--- src/rtl/mul_seq_i8_i8_i8.sv ---
// Iterative shift-add multiplier, one multiplier bit per BUSY cycle, result mod 2^WIDTH.
// Optional early termination when the remaining multiplier bits are zero: MUL_SEQ_EARLY_TERM_EN.
`timescale 1ns/1ps
module mul_seq_i8_i8_i8 #(
    parameter int WIDTH = 8
) (
    input  logic             clock,
    input  logic             reset,
    input  logic             in_valid,
    output logic             in_ready,
    input  logic [WIDTH-1:0] a,
    input  logic [WIDTH-1:0] b,
    output logic             out_valid,
    input  logic             out_ready,
    output logic [WIDTH-1:0] y
);

    localparam logic [1:0] S_IDLE = 2'd0;
    localparam logic [1:0] S_BUSY = 2'd1;
    localparam logic [1:0] S_DONE = 2'd2;
    localparam int CW = (WIDTH > 1) ? $clog2(WIDTH) : 1;

    logic [1:0]       state_q, state_d;
    logic [WIDTH-1:0] a_q, a_d;
    logic [WIDTH-1:0] b_q, b_d;
    logic [WIDTH-1:0] acc_q, acc_d;
    logic [WIDTH-1:0] y_q, y_d;
    logic [CW-1:0]    cnt_q, cnt_d;
    logic             in_ready_q, in_ready_d;
    logic             out_valid_q, out_valid_d;
    logic [WIDTH-1:0] acc_step;
    logic [WIDTH-1:0] b_shift;
    logic             last_step;

    assign acc_step = b_q[0] ? (acc_q + a_q) : acc_q;
    assign b_shift  = b_q >> 1;

    always_comb begin
        last_step = (cnt_q == CW'(WIDTH - 1));
`ifdef MUL_SEQ_EARLY_TERM_EN
        // Nothing left to add once the shifted multiplier is empty.
        last_step = last_step || (b_shift == '0);
`endif
    end

    always_comb begin
        state_d = state_q;
        a_d     = a_q;
        b_d     = b_q;
        acc_d   = acc_q;
        cnt_d   = cnt_q;
        y_d     = y_q;
        case (state_q)
            S_IDLE: begin
                if (in_valid) begin
                    a_d     = a;
                    b_d     = b;
                    acc_d   = '0;
                    cnt_d   = '0;
                    state_d = S_BUSY;
                end
            end
            S_BUSY: begin
                acc_d = acc_step;
                a_d   = a_q << 1;
                b_d   = b_shift;
                cnt_d = cnt_q + CW'(1);
                if (last_step) begin
                    // y takes the accumulator including this final step.
                    y_d     = acc_step;
                    state_d = S_DONE;
                end
            end
            S_DONE: begin
                if (out_ready) begin
                    state_d = S_IDLE;
                end
            end
            default: state_d = S_IDLE;
        endcase
        in_ready_d  = (state_d == S_IDLE);
        out_valid_d = (state_d == S_DONE);
    end

    always_ff @(posedge clock) begin
        if (reset) begin
            state_q     <= S_IDLE;
            a_q         <= '0;
            b_q         <= '0;
            acc_q       <= '0;
            cnt_q       <= '0;
            y_q         <= '0;
            in_ready_q  <= 1'b1;
            out_valid_q <= 1'b0;
        end else begin
            state_q     <= state_d;
            a_q         <= a_d;
            b_q         <= b_d;
            acc_q       <= acc_d;
            cnt_q       <= cnt_d;
            y_q         <= y_d;
            in_ready_q  <= in_ready_d;
            out_valid_q <= out_valid_d;
        end
    end

    assign in_ready  = in_ready_q;
    assign out_valid = out_valid_q;
    assign y         = y_q;

endmodule
--- config.mk ---
export PLATFORM = sky130hd
export DESIGN_NAME = mul_seq_i8_i8_i8
export DESIGN_NICKNAME = d
export VERILOG_FILES = /design/src/rtl/mul_seq_i8_i8_i8.sv
export SDC_FILE = /design/constraint.sdc
export NUM_CORES = 1
export LEC_CHECK = 0
export CAP_MARGIN = 20
export CORE_MARGIN = 4
export CORE_UTILIZATION = 30
export DETAILED_ROUTE_END_ITERATION = 10
export GPL_ROUTABILITY_DRIVEN = 0
export PLACE_DENSITY = 0.49
export SLEW_MARGIN = 20
export SYNTH_ARGS = -nofsm -noshare
export SYNTH_HDL_FRONTEND = slang
export SYNTH_SLANG_ARGS = --single-unit
--- constraint.sdc ---
create_clock -name clock -period 1.95 [get_ports clock]
set_input_delay 0.39 -clock clock [delete_from_list [all_inputs] [get_ports clock]]
set_output_delay 0.39 -clock clock [all_outputs]
set_load 0.01 [all_outputs]
; Word level (Yosys, flattened, before mapping)
; Index checks and enable logic that the tools add are counted.
[classes]
addsub = 2
n_eq_ne = 5
mux = 13
n_reduce_logical = 5
[op_table]
columns = cell, count
row1 = $pmux W8 S2, 3
row2 = $mux W8, 4
row3 = $add A8 B8 Y8, 1
row4 = $mux W2, 3
row5 = $pmux W2 S3, 1
row6 = $pmux W3 S2, 1
row7 = $eq A2 B2 Y1 const B, 2
row8 = $logic_not A2 Y1, 2
row9 = $reduce_and A2 Y1, 2
row10 = $add A3 B1 Y3 const B, 1
row11 = $eq A3 B3 Y1 const B, 1
row12 = $mux W3, 1
row13 = $eq A2 B1 Y1 const B, 1
row14 = $ne A2 B2 Y1 const B, 1
row15 = $reduce_bool A2 Y1, 1
[word_totals]
regBits = 39
in_bits = 20
output_inout_bits = 10
word_cells = 33

; Depth between registers and ports, before layout
; Gate-level depths: netlist of run 1.
[logic_depth]
word_depth = 4
ltp_mapped = 7
depth_no_buf = 7

; Least setup slack after synthesis of run 1
; OpenSTA, ideal clock, no wires.
[synth_timing]
kind = register to register
from = register a_q[0]
to = register y_q[6], in the netlist y[6]
setup_ns = 0.120
arrival_ns = 1.629
required_ns = 1.830
setup_slack_ns = 0.201
path_stages_with_launch = 8
path_buffers = 0
synth_period_minus_slack_ns = 1.749
cell_sequence = dfxtp_1 -> ha_1 -> fa_1 -> a21oi_1 -> o21ai_1 -> a21oi_1 -> xnor2_1 -> o31a_1
[synth_via]
elab_chain_cells = 2
[synth_lines]
columns = item, line_no
row1 = from (decl), 24  ; logic [WIDTH-1:0] a_q, a_d;
row2 = from (signal assigned), 88  ; a_q <= '0;
row3 = from (signal assigned), 97  ; a_q <= a_d;
row4 = $add A8 B8 Y8, 35  ; assign acc_step = b_q[0] ? (acc_q + a_q) : acc_q;
row5 = $mux W8, 35
row6 = to (signal assigned), 101  ; y_q <= y_d;
row7 = to (decl), 27  ; logic [WIDTH-1:0] y_q, y_d;
; No other way between the ends.
; A chain may end at the register's enable or synchronous reset.

; Worst setup path after layout of run 1
; Ends and elaborated chain as after synthesis.

==> results of run 1 <==
==> what timing repair did <==
| item | CTS | global route |
|---|---|---|
| endpoints found under the setup margin | 0 | 5 |
| hold buffers | 0 | 0 |
| resized for setup | 0 | 4 |
==> worst min-delay path, delay by kind of cell (launching register included) <==
family | cells | cell delay (ns)
DFF | 1 | 0.31
and+or+nand+nor | 1 | 0.05
AOI/OAI and AO/OA | 1 | 0.05
==> stage by stage <==
step           utilization [%]  worst slack (ns)
2_1_floorplan                -            0.2008
3_3_place_gp             37.72            0.1007
3_5_place_dp             37.72           0.06038
4_1_cts                  38.93           0.04092
5_1_grt                  39.08           0.03713
6_report                 39.08            0.1494
==> state kept, by name, summed over array words and instances, names as in the netlist <==
register	flops
a_q	8
acc_q	8
b_q	8
y	8
cnt_q	3
state_q	2
in_ready	1
out_valid	1
==> report_power, final <==
| group | total [W] | internal [W] | switching (W) |
|---|---|---|---|
| sequential | 0.000861 | 0.000833 | 0.0000277 |
| clock | 0.000502 | 0.000239 | 0.000264 |
| combinational | 0.000239 | 0.000114 | 0.000125 |
| total | 0.00160 | 0.00119 | 0.000417 |
==> cells by family (layout without fill, tap and decap cells) <==
kind of cell / count (synthesis) / count (layout) / share of synthesized area (%)
DFF: 39 / 39 / 41.91
AOI/OAI and AO/OA: 52 / 52 / 22.43
buffers and inverters: 16 / 45 / 3.627
muxes: 5 / 5 / 2.686
and+or+nand+nor: 84 / 84 / 19.41
adders and majority gates: 10 / 10 / 7.119
xor gates and xnor gates: 6 / 6 / 2.821
==> layer usage <==
metal	vias to the layer above	global-route usage, %	share of wire [%]
met1	711	15.93	49
met3	5	4.278	4.7
met2	32	18.77	45
met4	0	3.399	1.1
li1	816	-	-
met5	-	0	0
==> worst max path at each step <==
stage                              endpoint  cells after the start           startpoint  slack [ns]
after floorplan           y[6]$_SDFFE_PP0P_                      7  a_q[0]$_SDFFE_PP0P_        0.20
after global placement    y[6]$_SDFFE_PP0P_                      7  a_q[0]$_SDFFE_PP0P_        0.10
after detailed placement  y[6]$_SDFFE_PP0P_                      7  a_q[0]$_SDFFE_PP0P_        0.06
after CTS                 y[6]$_SDFFE_PP0P_                      7  a_q[0]$_SDFFE_PP0P_        0.04
after global routing      y[7]$_SDFFE_PP0P_                      6  a_q[1]$_SDFFE_PP0P_        0.04
final                     y[6]$_SDFFE_PP0P_                      7  a_q[0]$_SDFFE_PP0P_        0.15
==> cells in the final DEF, fill, tap and decap left out, types with 6 or more instances in the layout <==
cell type / instances
a211oi_1: 6
a21oi_1: 8
a311oi_1: 14
buf_4: 7
clkdlybuf4s50_1: 29
dfxtp_1: 37
ha_1: 9
nand2_1: 33
nor2_1: 34
==> cell type report <==
type                    instances  area [sq um]
well taps                      75         93.84
repair buffers                 37         362.8
multi-input cells             157          1021
clock buffers                   6         72.57
fillers                       641          3650
flip-flops and latches         39         783.3
inverters                       2         7.507
==> key figures, run 1 <==
STA
  • Final Critical Period: 1.801 ns
  • Min Hold Slack: 0.4590 ns
  • RSZ-0062 raised after global routing: no
  • Final Hold Viols: 0
  • Fin crit share: 92.34%
  • Max Clk Rate: 555.4 MHz
  • Worst-Margin Slew: 0.3570 ns
  • Worst Skew: 0.007495 ns
  • Setup TNS: 0 ns
  • Slew Viols, Final: 0
  • Worst rel slew slack: 76.20%
  • Setup Viol. Count Final: 0

Run
  • Max Cap Viol: 0

Global route
  • Gr ovfl total: 0
  • Initial antenna violation count: 0
  • Largest net degree at the start of global routing: 30
  • Vias in the first global route: 1504
  • First-pass GRT wire length: 7.148 mm
  • Total GRT Usage: 12.14%

Worst setup path
  • Worst EP arrival: 1.97 ns
  • Slowest cell on crit path: fa_2
  • Worst Setup End Kind: flip-flop
  • CP delay by family, top: compound AO/OA/AOI/OAI gates
  • CP max FO: 3
  • CP Launch Type: flip-flop
  • Reg2reg start: a_q[0]$_SDFFE_PP0P_
  • Worst R2R End: y[6]$_SDFFE_PP0P_
  • R2R Setup Slk: 0.15 ns
  • Path depth of the worst reg2reg path: 7
  • Crit path cell chain: ha_1 -> fa_2 -> a21oi_2 -> o21ai_1 -> a21oi_1 -> xnor2_1 -> o31a_1
  • WS Path Type: flip-flop to flip-flop
  • WP buf/inv: 0
  • Worst path required time: 2.12 ns
  • CP peak stage delay: 0.36 ns

CTS
  • Clock buffer depth: 2
  • Clock Sinks: 39
  • Clk Tree Root Cell: clkbuf_8
  • Total CTS buffers: 5
  • CTS tree: yes
  • H-tree depth: 2
  • Worst skew pair latency: 0.29 ns
  • Clock slew at reported path FFs: 0.07 ns
  • Post-CTS Setup Bufs: 0

Layout
  • ANT cells: 0
  • Syn-to-layout area delta: 25.66%
  • Fin nets: 272
  • Layout Cells excl Fill: 316
  • Design area: 2341 sq um
  • Layout cells sized above 1: 9.959%

Synthesis
  • Synthesized Nets: 242
  • Synth Warn #: 0
  • Most numerous cell in the Yosys netlist: dfxtp_1
  • Seq/Total Area, Yosys: 41.91%
  • Async set-or-reset flop fraction in the synthesized netlist: 0%
  • Synth top area share: 41.91%
  • Syn Inst Count: 212
  • Post-synth cell types: 39
  • Post-synth EDFFs: 0
  • Post-synth top area cell: dfxtp_1
  • Synthesized cell area: 1863 sq um
  • Synth area leaders: dfxtp_1 42%, nor2_1 6.9%, nand2_1 6.6%
  • Post-synth top cells: 39 x dfxtp_1, 34 x nor2_1, 33 x nand2_1, 14 x a311oi_1
  • Ys flop type: dfxtp_1
  • Mapped Avg Cell Area: 8.788 sq um
  • #FFs+latches synth: 39

Floorplanning
  • Initial core utilization: 31.10%
  • Io pins: 30
  • Die area: 7535 sq um
  • Site row count: 28
  • Die height: 86.81 um
  • Core footprint: 5991 sq um
  • Die width: 86.81 um

Drt
  • Residual DRC: 0
  • Routed via count: 1564
  • Final ANT Viol Nets: 0
  • Drt wl/cell: 13.27 um
  • Pre-antenna DRT Iters: 4
  • Final WL: 4.194 mm
  • Vias/cell: 4.949
  • Number of DRC markers in iteration 0: 86

Placed design
  • Placed cells: 310
  • DP Area: 2260 sq um
  • PortBufs: 29
  • HPWL Detailed: 3.036 mm

Power
  • PD cells: 684.5 nW/um^2
  • VDD IR max: 0.3230 mV
  • Pleak: 0.8975 nW
  • Total Power: 0.001602 W

Worst hold path
  • Hold Path Origin: y[2]$_SDFFE_PP0P_
  • Hold path cells: 2
  • Hold EP: y[2]$_SDFFE_PP0P_
  • Worst Hold Class: flip-flop to flip-flop

Outcome
  • Status: finished, final reports clean
No activity file was read; power rests on OpenSTA's default activity.
==> run 2, diff against run 1 <==
--- a/config.mk
+++ b/config.mk
@@ -11,6 +11,7 @@
 export DETAILED_ROUTE_END_ITERATION = 10
 export GPL_ROUTABILITY_DRIVEN = 0
 export PLACE_DENSITY = 0.49
+export SKIP_CTS_REPAIR_TIMING = 1
 export SLEW_MARGIN = 20
 export SYNTH_ARGS = -nofsm -noshare
 export SYNTH_HDL_FRONTEND = slang
==> results of run 2 <==
Same layout as run 1: the final DEF is identical, and so are final timing and power.
